==> src/rtl/axi_vdma_wr_burst_sched.sv <==
`default_nettype none
// ============================================================================
// Module   : axi_vdma_wr_burst_sched
// Brief    : Splits a video frame (VSIZE lines of HSIZE beats, STRIDE-byte
//            line pitch) into AXI INCR burst requests for the write core.
//            Each burst is gated on the write-FIFO fill level. Only one
//            burst is outstanding at a time. The scheduler reports frame
//            completion and BRESP errors.
// Option   : `define VDMA_4K_SPLIT_EN clips bursts at 4 KB address boundaries
// Revision : 1.0 - initial release
// ============================================================================
module axi_vdma_wr_burst_sched #(
    parameter int ASIZE      = 32,
    parameter int LSIZE      = 8,
    parameter int MAX_BURST  = 64,
    parameter int BEAT_BYTES = 32,
    parameter int HSIZE_W    = 16,
    parameter int CSIZE      = 10
) (
    input  logic               axi_aclk,
    input  logic               axi_resetn,
    input  logic               frame_start,
    input  logic [ASIZE-1:0]   base_addr,
    input  logic [HSIZE_W-1:0] hsize,
    input  logic [HSIZE_W-1:0] vsize,
    input  logic [ASIZE-1:0]   stride,
    input  logic [CSIZE-1:0]   fifo_count,
    output logic               write_req,
    output logic [LSIZE-1:0]   req_len,
    output logic [ASIZE-1:0]   req_addr,
    input  logic               req_resp,
    input  logic               req_done,
    input  logic               req_err,
    output logic               frame_busy,
    output logic               frame_done,
    output logic               frame_err
);

    // Byte offset of a beat index is a shift because BEAT_BYTES is a power of two
    localparam int BB_SHIFT = $clog2(BEAT_BYTES);
    // Common width for comparing the FIFO level against a burst size
    localparam int CW = (HSIZE_W > CSIZE) ? HSIZE_W : CSIZE;
    localparam logic [HSIZE_W-1:0] MAX_BURST_C = HSIZE_W'(MAX_BURST);
    localparam logic [HSIZE_W-1:0] ONE_H       = HSIZE_W'(1);

    typedef enum logic [2:0] {
        S_IDLE      = 3'd0,
        S_LOAD      = 3'd1,
        S_WAIT_DATA = 3'd2,
        S_REQ       = 3'd3,
        S_WAIT_DONE = 3'd4,
        S_NEXT      = 3'd5,
        S_FINISH    = 3'd6
    } state_t;

    state_t             state_q;

    // Frame configuration captured on the accepted frame_start
    logic [HSIZE_W-1:0] hsize_q;
    logic [HSIZE_W-1:0] vsize_q;
    logic [ASIZE-1:0]   stride_q;
    logic [ASIZE-1:0]   base_q;

    // Walking position within the frame
    logic [ASIZE-1:0]   line_addr_q;
    logic [HSIZE_W-1:0] beat_rem_q;
    logic [HSIZE_W-1:0] line_rem_q;
    logic [HSIZE_W-1:0] burst_q;

    // Registered outputs
    logic               write_req_q;
    logic [LSIZE-1:0]   req_len_q;
    logic [ASIZE-1:0]   req_addr_q;
    logic               frame_busy_q;
    logic               frame_done_q;
    logic               frame_err_q;

    // Combinational next values
    logic [HSIZE_W-1:0] beats_done;
    logic [ASIZE-1:0]   req_addr_d;
    logic [HSIZE_W-1:0] burst_lim;
    logic [HSIZE_W-1:0] burst_d;
    logic [HSIZE_W-1:0] beat_rem_d;
    logic [HSIZE_W-1:0] line_rem_d;
    logic               fifo_ok;

    // Start address of the next burst: line start plus the beats already sent on this line
    assign beats_done = hsize_q - beat_rem_q;
    assign req_addr_d = line_addr_q + (ASIZE'(beats_done) << BB_SHIFT);

    // Burst size is bounded by the protocol limit and by what is left of the line
    assign burst_lim  = (beat_rem_q < MAX_BURST_C) ? beat_rem_q : MAX_BURST_C;

`ifdef VDMA_4K_SPLIT_EN
    logic [12:0]        room_bytes;
    logic [HSIZE_W-1:0] room_beats;

    // Bytes left before the next 4 KB page. An aligned address yields a full page.
    assign room_bytes = 13'h1000 - {1'b0, req_addr_d[11:0]};
    assign room_beats = HSIZE_W'(room_bytes >> BB_SHIFT);
    assign burst_d    = (room_beats < burst_lim) ? room_beats : burst_lim;
`else
    // Bursts may cross a 4 KB page; the caller keeps addresses legal
    assign burst_d    = burst_lim;
`endif

    // Issue only once the FIFO already holds the whole burst
    assign fifo_ok    = (CW'(fifo_count) >= CW'(burst_d));

    assign beat_rem_d = beat_rem_q - burst_q;
    assign line_rem_d = line_rem_q - ONE_H;

    // Frame walker FSM; all outputs are registered here
    always_ff @(posedge axi_aclk or negedge axi_resetn) begin
        if (!axi_resetn) begin
            state_q      <= S_IDLE;
            hsize_q      <= '0;
            vsize_q      <= '0;
            stride_q     <= '0;
            base_q       <= '0;
            line_addr_q  <= '0;
            beat_rem_q   <= '0;
            line_rem_q   <= '0;
            burst_q      <= '0;
            write_req_q  <= 1'b0;
            req_len_q    <= '0;
            req_addr_q   <= '0;
            frame_busy_q <= 1'b0;
            frame_done_q <= 1'b0;
            frame_err_q  <= 1'b0;
        end else begin
            // frame_done is a single-cycle pulse raised on entry to FINISH
            frame_done_q <= 1'b0;

            case (state_q)
                S_IDLE: begin
                    if (frame_start) begin
                        hsize_q      <= hsize;
                        vsize_q      <= vsize;
                        stride_q     <= stride;
                        base_q       <= base_addr;
                        frame_err_q  <= 1'b0;
                        frame_busy_q <= 1'b1;
                        state_q      <= S_LOAD;
                    end
                end

                S_LOAD: begin
                    if ((hsize_q == '0) || (vsize_q == '0)) begin
                        frame_done_q <= 1'b1;
                        state_q      <= S_FINISH;
                    end else begin
                        line_addr_q  <= base_q;
                        beat_rem_q   <= hsize_q;
                        line_rem_q   <= vsize_q;
                        state_q      <= S_WAIT_DATA;
                    end
                end

                S_WAIT_DATA: begin
                    burst_q <= burst_d;
                    if (fifo_ok) begin
                        write_req_q <= 1'b1;
                        req_len_q   <= LSIZE'(burst_d - ONE_H);
                        req_addr_q  <= req_addr_d;
                        state_q     <= S_REQ;
                    end
                end

                S_REQ: begin
                    // req_len/req_addr hold until the core takes the request
                    if (req_resp) begin
                        write_req_q <= 1'b0;
                        state_q     <= S_WAIT_DONE;
                    end
                end

                S_WAIT_DONE: begin
                    if (req_done) begin
                        if (req_err) begin
                            frame_err_q  <= 1'b1;
                            frame_done_q <= 1'b1;
                            state_q      <= S_FINISH;
                        end else begin
                            state_q      <= S_NEXT;
                        end
                    end
                end

                S_NEXT: begin
                    if (beat_rem_d == '0) begin
                        // Line finished: step to the next line start
                        line_rem_q  <= line_rem_d;
                        line_addr_q <= line_addr_q + stride_q;
                        beat_rem_q  <= hsize_q;
                        if (line_rem_d == '0) begin
                            frame_done_q <= 1'b1;
                            state_q      <= S_FINISH;
                        end else begin
                            state_q      <= S_WAIT_DATA;
                        end
                    end else begin
                        beat_rem_q <= beat_rem_d;
                        state_q    <= S_WAIT_DATA;
                    end
                end

                S_FINISH: begin
                    frame_busy_q <= 1'b0;
                    state_q      <= S_IDLE;
                end

                default: begin
                    state_q <= S_IDLE;
                end
            endcase
        end
    end

    assign write_req  = write_req_q;
    assign req_len    = req_len_q;
    assign req_addr   = req_addr_q;
    assign frame_busy = frame_busy_q;
    assign frame_done = frame_done_q;
    assign frame_err  = frame_err_q;

endmodule
`default_nettype wire

==> config.mk <==
export PLATFORM = sky130hd
export DESIGN_NAME = axi_vdma_wr_burst_sched
export DESIGN_NICKNAME = d
export VERILOG_FILES = /design/src/rtl/axi_vdma_wr_burst_sched.sv
export SDC_FILE = /design/constraint.sdc
export NUM_CORES = 1
export LEC_CHECK = 0
export ABC_AREA = 1
export CAP_MARGIN = 10
export CORE_UTILIZATION = 52
export CTS_CLUSTER_DIAMETER = 50
export DETAILED_ROUTE_END_ITERATION = 16
export GPL_TIMING_DRIVEN = 1
export PLACE_DENSITY = 0.77
export SLEW_MARGIN = 25
export SYNTH_ARGS = -nofsm -noshare
export SYNTH_HDL_FRONTEND = slang
export SYNTH_SLANG_ARGS = --single-unit
==> constraint.sdc <==
create_clock -name axi_aclk -period 3.5 [get_ports axi_aclk]
set_clock_uncertainty 0.05 [all_clocks]
set_input_delay 0.525 -clock axi_aclk [delete_from_list [all_inputs] [get_ports axi_aclk]]
set_output_delay 0.525 -clock axi_aclk [all_outputs]
set_load 0.005 [all_outputs]
==> results of run 1 <==
per-stage QoR:
stage,setup WS (ps),hold WS [ps]
6_report,78.5,431
5_1_grt,-132,450
4_1_cts,-8.58,427
3_5_place_dp,-311,415
3_3_place_gp,-83.9,416
2_1_floorplan,59.1,179
cells by family after synthesis:
logic type	after synthesis
buffers and inverters	294
XOR/XNOR	53
adder cells (fa/ha/maj)	95
other	1
AND/OR/NAND/NOR	1054
AO/OA/AOI/OAI	338
flip-flops	223
where the power goes:
group | switching (mW) | total [mW] | internal [mW]
Clock | 1.23 | 2.90 | 1.68
Combinational | 8.16 | 13.9 | 5.69
Sequential | 0.899 | 4.59 | 3.69
state kept, by name, indices dropped and copies added, names as in the netlist:
signal,count
req_addr,32
frame_done,1
hsize_q,16
burst_q,16
frame_err,1
state_q,3
req_len,8
write_req,1
frame_busy,1
beat_rem_q,16
vsize_q,16
line_addr_q,32
stride_q,32
line_rem_q,16
base_q,32
repair_timing:
action,4_1_cts,5_1_grt
pin swaps,7,29
buffers inserted,1,7
hold buffers,1,0
endpoints found under the hold margin,82,0
endpoints found under the setup margin,16,45
resized for setup,14,71
gates cloned,0,1
cell type report:
cell class | count | area [sq um]
Clock inverter | 17 | 175
Sequential cell | 223 | 5580
Multi-Input combinational cell | 1543 | 8090
Fill cell | 2434 | 8870
Inverter | 241 | 913
Timing Repair Buffer | 239 | 2300
Tap cell | 372 | 465
Clock buffer | 36 | 772
cells in the final DEF, fill, tap and decap left out, types with 10 or more instances in the layout:
cell,synthesis,routed
a21oi_1,103,86
a21oi_2,0,16
a31oi_1,11,10
buf_4,1,75
clkbuf_16,0,30
clkdlybuf4s50_1,0,154
dfrtp_1,223,222
ha_1,91,82
inv_1,233,228
inv_2,7,10
nand2_1,730,723
nand2_2,6,10
nand3_1,108,107
nand3b_1,15,15
nand4_1,21,21
nor2_1,136,132
nor3_1,17,15
o21ai_0,185,169
o21ai_1,7,17
xnor2_1,20,20
xor2_1,33,32
worst paths after layout:
| kind | cells past startpoint | end | start |
|---|---|---|---|
| min reg2reg | 2 | base_q[23] | base_q[23] |
| max reg2reg | 20 | req_addr[30] | hsize_q[0] |
| max | 20 | req_addr[30] | hsize_q[0] |
| min | 2 | base_q[23] | base_q[23] |
| min in group asynchronous | 2 | base_q[24] | axi_resetn |
| max in group asynchronous | 3 | base_q[15] | axi_resetn |
layer usage:
layer / vias up / global-route usage / share of wire
li1: 7061 / - / -
met1: 6641 / 0.410 / 0.44
met2: 425 / 0.512 / 0.46
met3: 80 / 0.0444 / 0.055
met4: 0 / 0.113 / 0.038
met5: - / 0 / 0
worst register-to-register path, cell delays in order, from the launching register on:
cell and delay [ps]:
dfrtp_1 360, inv_2 60, ha_4 170, fa_2 390, o21ai_4 210, a21oi_2 90
o21bai_2 150, nand3_1 120, o2111ai_2 90, xor2_1 120, ha_1 360, nand2_2 80
inv_2 90, nand2_4 60, nor3_4 170, nand4_1 180, nand3_1 170, and2_4 170
a21oi_2 50, nand3b_1 150, nand2_1 70
==> results.py, run 1 <==
metrics = {
    "die": {
        "rows": 60,
        "die_area_sq_um": 28600,
        "core-area_sq_um": 27200,
        "die_h_um": 169,
        "die_x_um": 169,
        "ios": 156,
        "initial_core_util": 0.534,
    },
    "worst_setup_path": {
        "crit_slowest_cell": "fa_2",
        "startpoint_type": "register",
        "endpoint_kind": "register",
        "crit_chain": "inv_2 -> ha_4 -> fa_2 -> o21ai_4 -> a21oi_2 -> o21bai_2 -> nand3_1 -> o2111ai_2 -> xor2_1 -> ha_1 -> nand2_2 -> inv_2 -> nand2_4 -> nor3_4 -> nand4_1 -> nand3_1 -> and2_4 -> a21oi_2 -> nand3b_1 -> nand2_1",
        "critPathMaxFanout": 3,
        "required_ps": 3940,
        "path_class": "reg2reg",
        "critPathBufInv": 2,
        "rrSetupSlack_ps": 80,
        "crit_family": "simple AND/OR/NAND/NOR gates",
        "critPathArrivalTime_ps": 3870,
        "critical_path.max_stage_delay_ps": 390,
    },
    "synth": {
        "netlist_area_sq_um": 14500,
        "yosys.area.top_type_share": 0.385,
        "synthTopCellsByCount": "nand2_1, inv_1, dfrtp_1",
        "synth_seq_cells": 223,
        "synth_most_common_cell": "nand2_1",
        "async_flop_share": 1.00,
        "synth_area_leaders": "dfrtp_1, nand2_1, ha_1",
        "syn_inst": 2058,
        "ys.flop_type": "dfrtp_1",
        "synthMuxAreaShare": 0,
        "synth_area_per_cell_sq_um": 7.05,
        "synth_top_family_by_area": "simple AND/OR/NAND/NOR gates",
        "yosysSeqAreaShare": 0.385,
        "yosysTopAreaCell": "dfrtp_1",
        "synth-simple-area-share": 0.297,
        "synth_fa_ha_area_frac": 0.0840,
        "synth_edf_count": 0,
        "yosys_warnings": 0,
        "yosysUniqueCellTypes": 41,
        "synth_compound_area_frac": 0.123,
        "synth_xor_xnor_area_share": 0.0320,
    },
    "clock_network": {
        "clk_root_buffer_cell": "clkbuf_16",
        "path_clk_slew_ps": 60,
        "cts_max_level": 1,
        "clock-sinks": 223,
        "cts_buffer_depth": 3,
        "insertion_delay_ps": 570,
        "numCtsBuffers": 29,
        "cts_tree": "done",
    },
    "placement": {
        "dp_cells": 2608,
        "place_area_sq_um": 16900,
        "hpwlAfterDp_um": 32900,
        "io_buffer_count": 155,
        "gp_congestion": 0.935,
    },
    "timing": {
        "setup_viol": 0,
        "max_freq_mhz": 292,
        "slew_headroom": 0.514,
        "worst_pin_slew_ps": 721,
        "fin_setup_tns_ps": 0,
        "period_needed_ps": 3420,
        "fin_crit_sh": 0.978,
        "hold_viol_final": 0,
        "rsz0062_at_grt": "yes",
        "drv_slew": 0,
    },
    "drt": {
        "via_per_inst": 5.32,
        "drtIter0Drc": 1036,
        "vias": 14200,
        "ant_nets": 0,
        "wl_um": 43300,
        "first_pass_iters": 5,
        "drc": 0,
        "routedWlPerCell_um": 16.2,
    },
    "cells_and_area": {
        "fin_nets": 2484,
        "finish.utilization": 0.674,
        "postLayoutCellArea_sq_um": 18300,
        "final_layout_size_suffix_gt1_frac": 0.0940,
        "antennaDiodeCount": 0,
        "area_delta_synth_final_pct": 26.2,
        "fin_cells": 2671,
    },
    "global_route": {
        "antenna_found_initial": 0,
        "overflow": 0,
        "grt_pass1_vias": 14100,
        "grt_first_pass_wirelength_um": 70200,
        "grt_max_degree": 88,
        "grtUsageTotal": 0.308,
    },
    "power_and_ir_drop": {
        "p_per_area_nw_per_um2": 1170,
        "ir_worst_vdd_mv": 0.721,
        "power.total_mw": 21.3,
        "p_leak_nw": 9.24,
    },
    "run": {
        "maxCapViolCount": 0,
    },
    "worst_hold_path": {
        "hp-class": "reg2reg",
    },
    "outcome": {
        "status": "finished, final reports clean",
    },
}
Power figures use the tool's default switching activity.
==> run 2, diff against run 1 <==
--- a/config.mk
+++ b/config.mk
@@ -8,11 +8,12 @@
 export ABC_AREA = 1
 export CAP_MARGIN = 10
 export CORE_UTILIZATION = 52
+export CTS_BUF_LIST = sky130_fd_sc_hd__clkbuf_16
 export CTS_CLUSTER_DIAMETER = 50
 export DETAILED_ROUTE_END_ITERATION = 16
 export GPL_TIMING_DRIVEN = 1
 export PLACE_DENSITY = 0.77
-export SLEW_MARGIN = 25
+export SETUP_SLACK_MARGIN = 0.15
 export SYNTH_ARGS = -nofsm -noshare
 export SYNTH_HDL_FRONTEND = slang
 export SYNTH_SLANG_ARGS = --single-unit
==> run 2 against run 1 <==
Compared with the run above:
- combinational power rose by 4%
- wire length is 2.7% higher
- count of clock-buffer cells in the layout is 2 lower
- non-clock buffer count is 8 higher
- maximum frequency shrank 2.1%
- via count grew 1.4%
- die area unchanged
- total power rose by 4.5%
- utilization increased by 1.0 points
- final area increased by 1.5%
- global-route usage increased by 0.92 points
- sequential share of layout area fell by 0.46 points
- highest routed layer unchanged
==> results.py, run 2 (synthesis results as in run 1) <==
metrics = {
    "global_route": {
        "grt_pass1_vias": 14200,
        "grtUsageTotal": 0.318,
        "grt_max_degree": 85,
        "grt_first_pass_wirelength_um": 72300,
        "overflow": 0,
        "antenna_found_initial": 0,
    },
    "timing": {
        "worst_pin_slew_ps": 831,
        "period_needed_ps": 3500,
        "setup_viol": 0,
        "fin_crit_sh": 0.999,
        "drv_slew": 0,
        "fin_setup_tns_ps": 0,
        "max_freq_mhz": 286,
        "rsz0062_at_grt": "yes",
        "hold_viol_final": 0,
        "slew_headroom": 0.440,
        "setup_slack_ps": 3.85,
        "holdWs_ps": 429,
    },
    "placement": {
        "hpwlAfterDp_um": 32800,
        "dp_cells": 2606,
        "gp_congestion": 0.944,
        "io_buffer_count": 155,
        "place_area_sq_um": 16900,
        "dp_slack_ps": -117,
    },
    "die": {
        "core-area_sq_um": 27200,
        "die_area_sq_um": 28600,
        "die_h_um": 169,
        "initial_core_util": 0.534,
        "ios": 156,
        "rows": 60,
        "die_x_um": 169,
    },
    "cells_and_area": {
        "antennaDiodeCount": 0,
        "final_layout_size_suffix_gt1_frac": 0.102,
        "fin_nets": 2497,
        "postLayoutCellArea_sq_um": 18600,
        "fin_cells": 2686,
        "mostFrequentLayoutCell": "nand2_1",
        "final_cell_mix": "nand2_1, inv_1, dfrtp_1",
        "area_delta_synth_final_pct": 28.1,
        "finish.utilization": 0.684,
    },
    "drt": {
        "dr_wl_met3_um": 2540,
        "wl_um": 44500,
        "wl_met2_um": 20500,
        "drtIter0Drc": 1192,
        "drc": 0,
        "via_per_inst": 5.36,
        "routedWlPerCell_um": 16.6,
        "ant_nets": 0,
        "vias": 14400,
        "wl_met1_um": 19800,
        "first_pass_iters": 5,
        "top_layer_used": "met4",
    },
    "worst_hold_path": {
        "hp-class": "reg2reg",
        "whs_path_depth": 2,
    },
    "worst_setup_path": {
        "cp.depth": 19,
        "required_ps": 3840,
        "path_class": "reg2reg",
        "crit_family": "compound AO/OA/AOI/OAI gates",
        "critical_path.max_stage_delay_ps": 380,
        "rr_worst_depth": 19,
        "critPathArrivalTime_ps": 3830,
        "endpoint_kind": "register",
        "cp_common_cell": "inv_2",
        "crit_chain": "inv_2 -> ha_4 -> fa_2 -> o21ai_4 -> a21oi_2 -> o21bai_1 -> nand3_1 -> o2111ai_2 -> xor2_1 -> ha_1 -> nand2_2 -> inv_2 -> nand2_4 -> nor3_4 -> nand4_1 -> a31oi_1 -> buf_4 -> xor2_2 -> o21ai_1",
        "crit_slowest_cell": "fa_2",
        "startpoint_type": "register",
        "critPathMaxFanout": 3,
        "critPathBufInv": 3,
    },
    "clock_network": {
        "insertion_delay_ps": 520,
        "cts_buffer_depth": 3,
        "clock-sinks": 223,
        "cts_tree": "done",
        "clk_root_buffer_cell": "clkbuf_16",
        "path_clk_slew_ps": 50,
        "cts_max_level": 2,
        "numCtsBuffers": 34,
    },
    "run": {
        "maxCapViolCount": 0,
    },
    "power_and_ir_drop": {
        "p_per_area_nw_per_um2": 1200,
        "power.total_mw": 22.3,
        "ir_worst_vdd_mv": 0.664,
        "p_leak_nw": 9.41,
    },
    "outcome": {
        "status": "finished, final reports clean",
    },
}
[run 2: cell count changes in the layout (fill, tap and decap cells not counted), moves of 4 or more]
cell / change
inv_1: +6
clkinvlp_4: -4
nand2_2: +5
clkbuf_16: +5
clkbuf_1: -5
a21oi_1: +6
nand2_1: -5
ha_4: +4
buf_4: +9
a21oi_2: -6
[run 2: final timing paths]
check,startpoint,end,slack (ps)
min in group asynchronous,axi_resetn,base_q[24],530
max in group asynchronous,axi_resetn,vsize_q[0],1880
max,hsize_q[0],req_addr[24],4
min reg2reg,base_q[30],base_q[30],430
min,base_q[30],base_q[30],430
max reg2reg,hsize_q[0],req_addr[24],4
[run 2: worst min-delay path: cells and delay by family (launching register included)]
| kind | cells | cell delay (ps) |
|---|---|---|
| DFF | 1 | 340 |
| and+or+nand+nor | 2 | 100 |
[run 2: repair_timing]
item | CTS | global route
buffers inserted | 7 | 11
pin swaps | 18 | 39
gates resized for setup | 35 | 60
setup endpoints to repair | 14 | 101
hold buffers | 1 | 0
gates cloned | 0 | 1
hold endpoints to repair | 43 | 0
[run 2: layout make-up]
| cell class | instances | area (sq um) |
|---|---|---|
| Clock buffer | 34 | 851 |
| Clock inverter | 26 | 215 |
| Fill cell | 2330 | 8600 |
| Inverter | 241 | 907 |
| Multi-Input combinational cell | 1543 | 8210 |
| Sequential cell | 223 | 5580 |
| Tap cell | 372 | 465 |
| Timing Repair Buffer | 247 | 2350 |
[run 2: per-layer routing]
layer | track usage | vias up
li1 | - | 7075
met1 | 0.434 | 6748
met2 | 0.524 | 471
met3 | 0.0346 | 113
met4 | 0.114 | 0
met5 | 0 | -
[run 2: where the power goes]
part,switching (mW),internal (mW),total [mW]
Clock,1.29,1.94,3.23
Sequential,0.902,3.69,4.59
Combinational,8.46,6.02,14.5
Total,10.7,11.7,22.3
==> edit 1 (settings of run 2) <==
Build with the macro `VDMA_4K_SPLIT_EN` defined.
--- a/src/rtl/axi_vdma_wr_burst_sched.sv
+++ b/src/rtl/axi_vdma_wr_burst_sched.sv
@@ -9,6 +9,8 @@
 // Option   : `define VDMA_4K_SPLIT_EN clips bursts at 4 KB address boundaries
 // Revision : 1.0 - initial release
 // ============================================================================
+`define VDMA_4K_SPLIT_EN
+
 module axi_vdma_wr_burst_sched #(
     parameter int ASIZE      = 32,
     parameter int LSIZE      = 8,
Check against the original RTL: not equivalent (Yosys sat finds a counterexample within 4 cycles, from zero or initial values and one cycle with axi_resetn low).
==> edit 1 against run 2 <==
  * The flow now finishes with violations (hold timing, setup timing)
  * Worst hold slack got worse by 0.49 ns
  * Sequential cell count stayed put
  * Wire length up 9.4%
  * Setup slack lost 2.6 ns
  * Synthesized area hardly changed
  * Cell area up 8.4%
  * Critical endpoint is now req_addr[18]
  * Highest routed layer unchanged
Power is left out: the tool's default activity adds up to more than one toggle a clock period on the data nets, which glitch-free logic cannot reach.
==> edit 1: results (changes against run 2) <==
Routability congestion estimate from global placement: 0.974 (+3.2%). The layout filler cell count is 2108 (-9.5%). The logs give 32400 um (-1.2%) for the sum of net half-perimeters after detailed placement and 1 (-1) for the number of levels the H-tree was split into.

The sequential fraction of the synthesis area was 0.385 (about the same). Worst hold slack: -0.0604 ns (-0.489 ns). The tools report the final hold violation count as 20 (+20). The per-instance average area after synthesis came out at 7.37 um2 (+4.6%). The multiplexer share of the synthesized area came out at 0.0138 (+0.0138). The compound-cell area share of the yosys netlist works out to 0.130 (+0.00638).

The total track usage is 0.316 (-0.00150), and the number of combinational gates with multiple inputs is 1491 (-3.4%). Slack of the critical path: -2.57 ns (-2.58 ns). The checks that failed: hold timing, setup timing. The min-delay analysis places its worst path in the category primary input to async pin. The logs give 22600 um (+9.9%) for the wire length on met2 and 0.518 (-0.00593) for the global-route met2 utilization. The pre-CTS worst setup slack is -1.93 ns (-1.81 ns), and the aggregate negative setup slack is -105.24 ns (-105.24 ns).

The flow ran to the end, but the final reports show violations. Number of optimization iterations in the first detailed-route pass: 8 (+3). The number of global-route vias before repair is 14.1k (-0.70%).

The logs give 117 (+38%) for the maximum number of pins on one net before global-route repair and 52 (+52) for the setup-violating endpoint count in the final report. The run gives 71600 um (-0.94%) as the global-route wire length before repair. Cell at the slowest stage of the critical path: sky130_fd_sc_hd__o21ai_0. The tools report the met3 routing resource usage after global routing as 0.0362 (+0.00164). The biggest fanout along the worst timing path is 9 (+6).
## edit 1: cells by family (layout without fill, tap and decap cells)
group                    after synthesis  count (layout)
AO/OA/AOI/OAI                        345             345
buffers and inverters                257             645
adder cells (fa/ha/maj)              100             100
multiplexers                          20              20
AND/OR/NAND/NOR                      947             947
other                                  1               3
XOR/XNOR                              76              76
flip-flops                           223             223
## edit 1: path summary, 6_finish.rpt
| path | start | end | slack, ns | depth (start not counted) |
|---|---|---|---|---|
| max in group asynchronous | axi_resetn | vsize_q[13] | 2.56 | 2 |
| min | axi_resetn | stride_q[14] | -0.06 | 1 |
| max reg2reg | hsize_q[0] | req_addr[18] | -2.57 | 35 |
| min in group axi_aclk | base_q[30] | base_q[30] | 0.42 | 2 |
| min reg2reg | base_q[30] | base_q[30] | 0.42 | 2 |
| max | hsize_q[0] | req_addr[18] | -2.57 | 35 |
==> edit 2 (flow settings as in run 2) <==
Without the edit above. Put one more register stage on the output `req_addr`, without a reset. The value now appears one clock later. The other outputs are not delayed to match.
--- a/src/rtl/axi_vdma_wr_burst_sched.sv
+++ b/src/rtl/axi_vdma_wr_burst_sched.sv
@@ -219,7 +219,9 @@
 
     assign write_req  = write_req_q;
     assign req_len    = req_len_q;
-    assign req_addr   = req_addr_q;
+    always_ff @(posedge axi_aclk) begin
+        req_addr <= req_addr_q;
+    end
     assign frame_busy = frame_busy_q;
     assign frame_done = frame_done_q;
     assign frame_err  = frame_err_q;
Check against the original RTL: not equivalent (a bounded check fails within 4 cycles, from zero or initial values and one cycle with axi_resetn low).
==> edit 2 against run 2 <==
  * Wire length rose by 0.31%
  * Setup slack better by 0.12 ns
  * Critical endpoint is now req_addr_q[28]
  * Synthesized area rose by 5.5%
  * Via count increased by 1.7%
  * Cell area rose by 2.9%
  * First-iteration DRC count down 1.8%
  * Largest power group unchanged
  * Total power down 2.3%
  * Sequential cell count is 32 higher
==> edit 2: results (changes against run 2) <==
The fraction of synthesis flops using an asynchronous set or reset pin came out at 0.875 (-0.125). The total track usage is 0.290 (-0.0279), and the switching share of power is 0.470 (-0.00744). Compared with the post-synthesis result, the final layout area differs by 24.9%. For the met1 track demand over resource in global routing, the log shows 0.401 (-0.0327). The number of optimization iterations in the first detailed-route pass is 7 (+2), and the routability congestion estimate from global placement is 0.960 (+1.7%).

The post-placement cell count was 2676 (+2.7%); the area used by multi-input combinational logic was 0.00835 mm2 (+1.7%). The final wirelength was 44600 um (+0.31%); the total clock buffers created by CTS was 31 (-8.8%). The headroom to the max-slew limit is 0.388 (-0.0518), and the biggest fanout along the worst timing path is 4 (+1). For the power in the clock group, the log shows 0.00308 W (-5%). The run finished with clean final reports. The global-route wire length before repair came out at 70700 um (-2.1%). The share of final layout cell area taken by clock buffers and inverters works out to 0.0517 (-0.00572). The fraction of area in registers was 0.326 (+0.0252). The tools report the maximum number of pins on one net before global-route repair as 86 (+1.2%). The number of global-route vias before repair was 14.3k (+1.0%). The run gives 3.78 ns (-0.05 ns) as the data arrival time of the critical path. The logs give 18 (-49%) for the number of resized instances in the post-cts repair step and -0.189 ns (-0.0717 ns) for the pre-CTS worst setup slack.

After synthesis, the cell types taking the most area are sky130_fd_sc_hd__dfrtp_1 (36%), sky130_fd_sc_hd__nand2_1 (21%), sky130_fd_sc_hd__ha_1 (7.4%). The tools report the sequential fraction of the synthesis area as 0.407 (+0.0218). The wire length on met2 is 20300 um (-0.94%), and the number of nets in the final layout is 2557 (+2.4%). Worst ir drop on vdd: 674 uV (+1.5%).
-- edit 2: logic make-up (layout without fill, tap and decap cells) --
kind of cell | Yosys count | in the layout | share of synthesized area
flip-flops | 255 | 255 | 0.407
buffers and inverters | 271 | 502 | 0.0694
AO/OA/AOI/OAI | 258 | 258 | 0.0884
adder cells (fa/ha/maj) | 95 | 95 | 0.0797
AND/OR/NAND/NOR | 1195 | 1196 | 0.318
other | 1 | 3 | 0.000245
multiplexers | 10 | 10 | 0.00654
XOR/XNOR | 55 | 55 | 0.0315
-- edit 2: final timing paths --
path / slack, ns / to / start / cells after the start
hold / removal: 0.31 / req_addr[6] / req_addr_q[6] / 0
setup / recovery: 0.12 / req_addr_q[28] / beat_rem_q[0] / 17
setup reg to reg: 0.12 / req_addr_q[28] / beat_rem_q[0] / 17
hold reg to reg: 0.31 / req_addr[6] / req_addr_q[6] / 0
min in group asynchronous: 0.52 / burst_q[2] / axi_resetn / 2
max in group asynchronous: 2.01 / vsize_q[4] / axi_resetn / 3
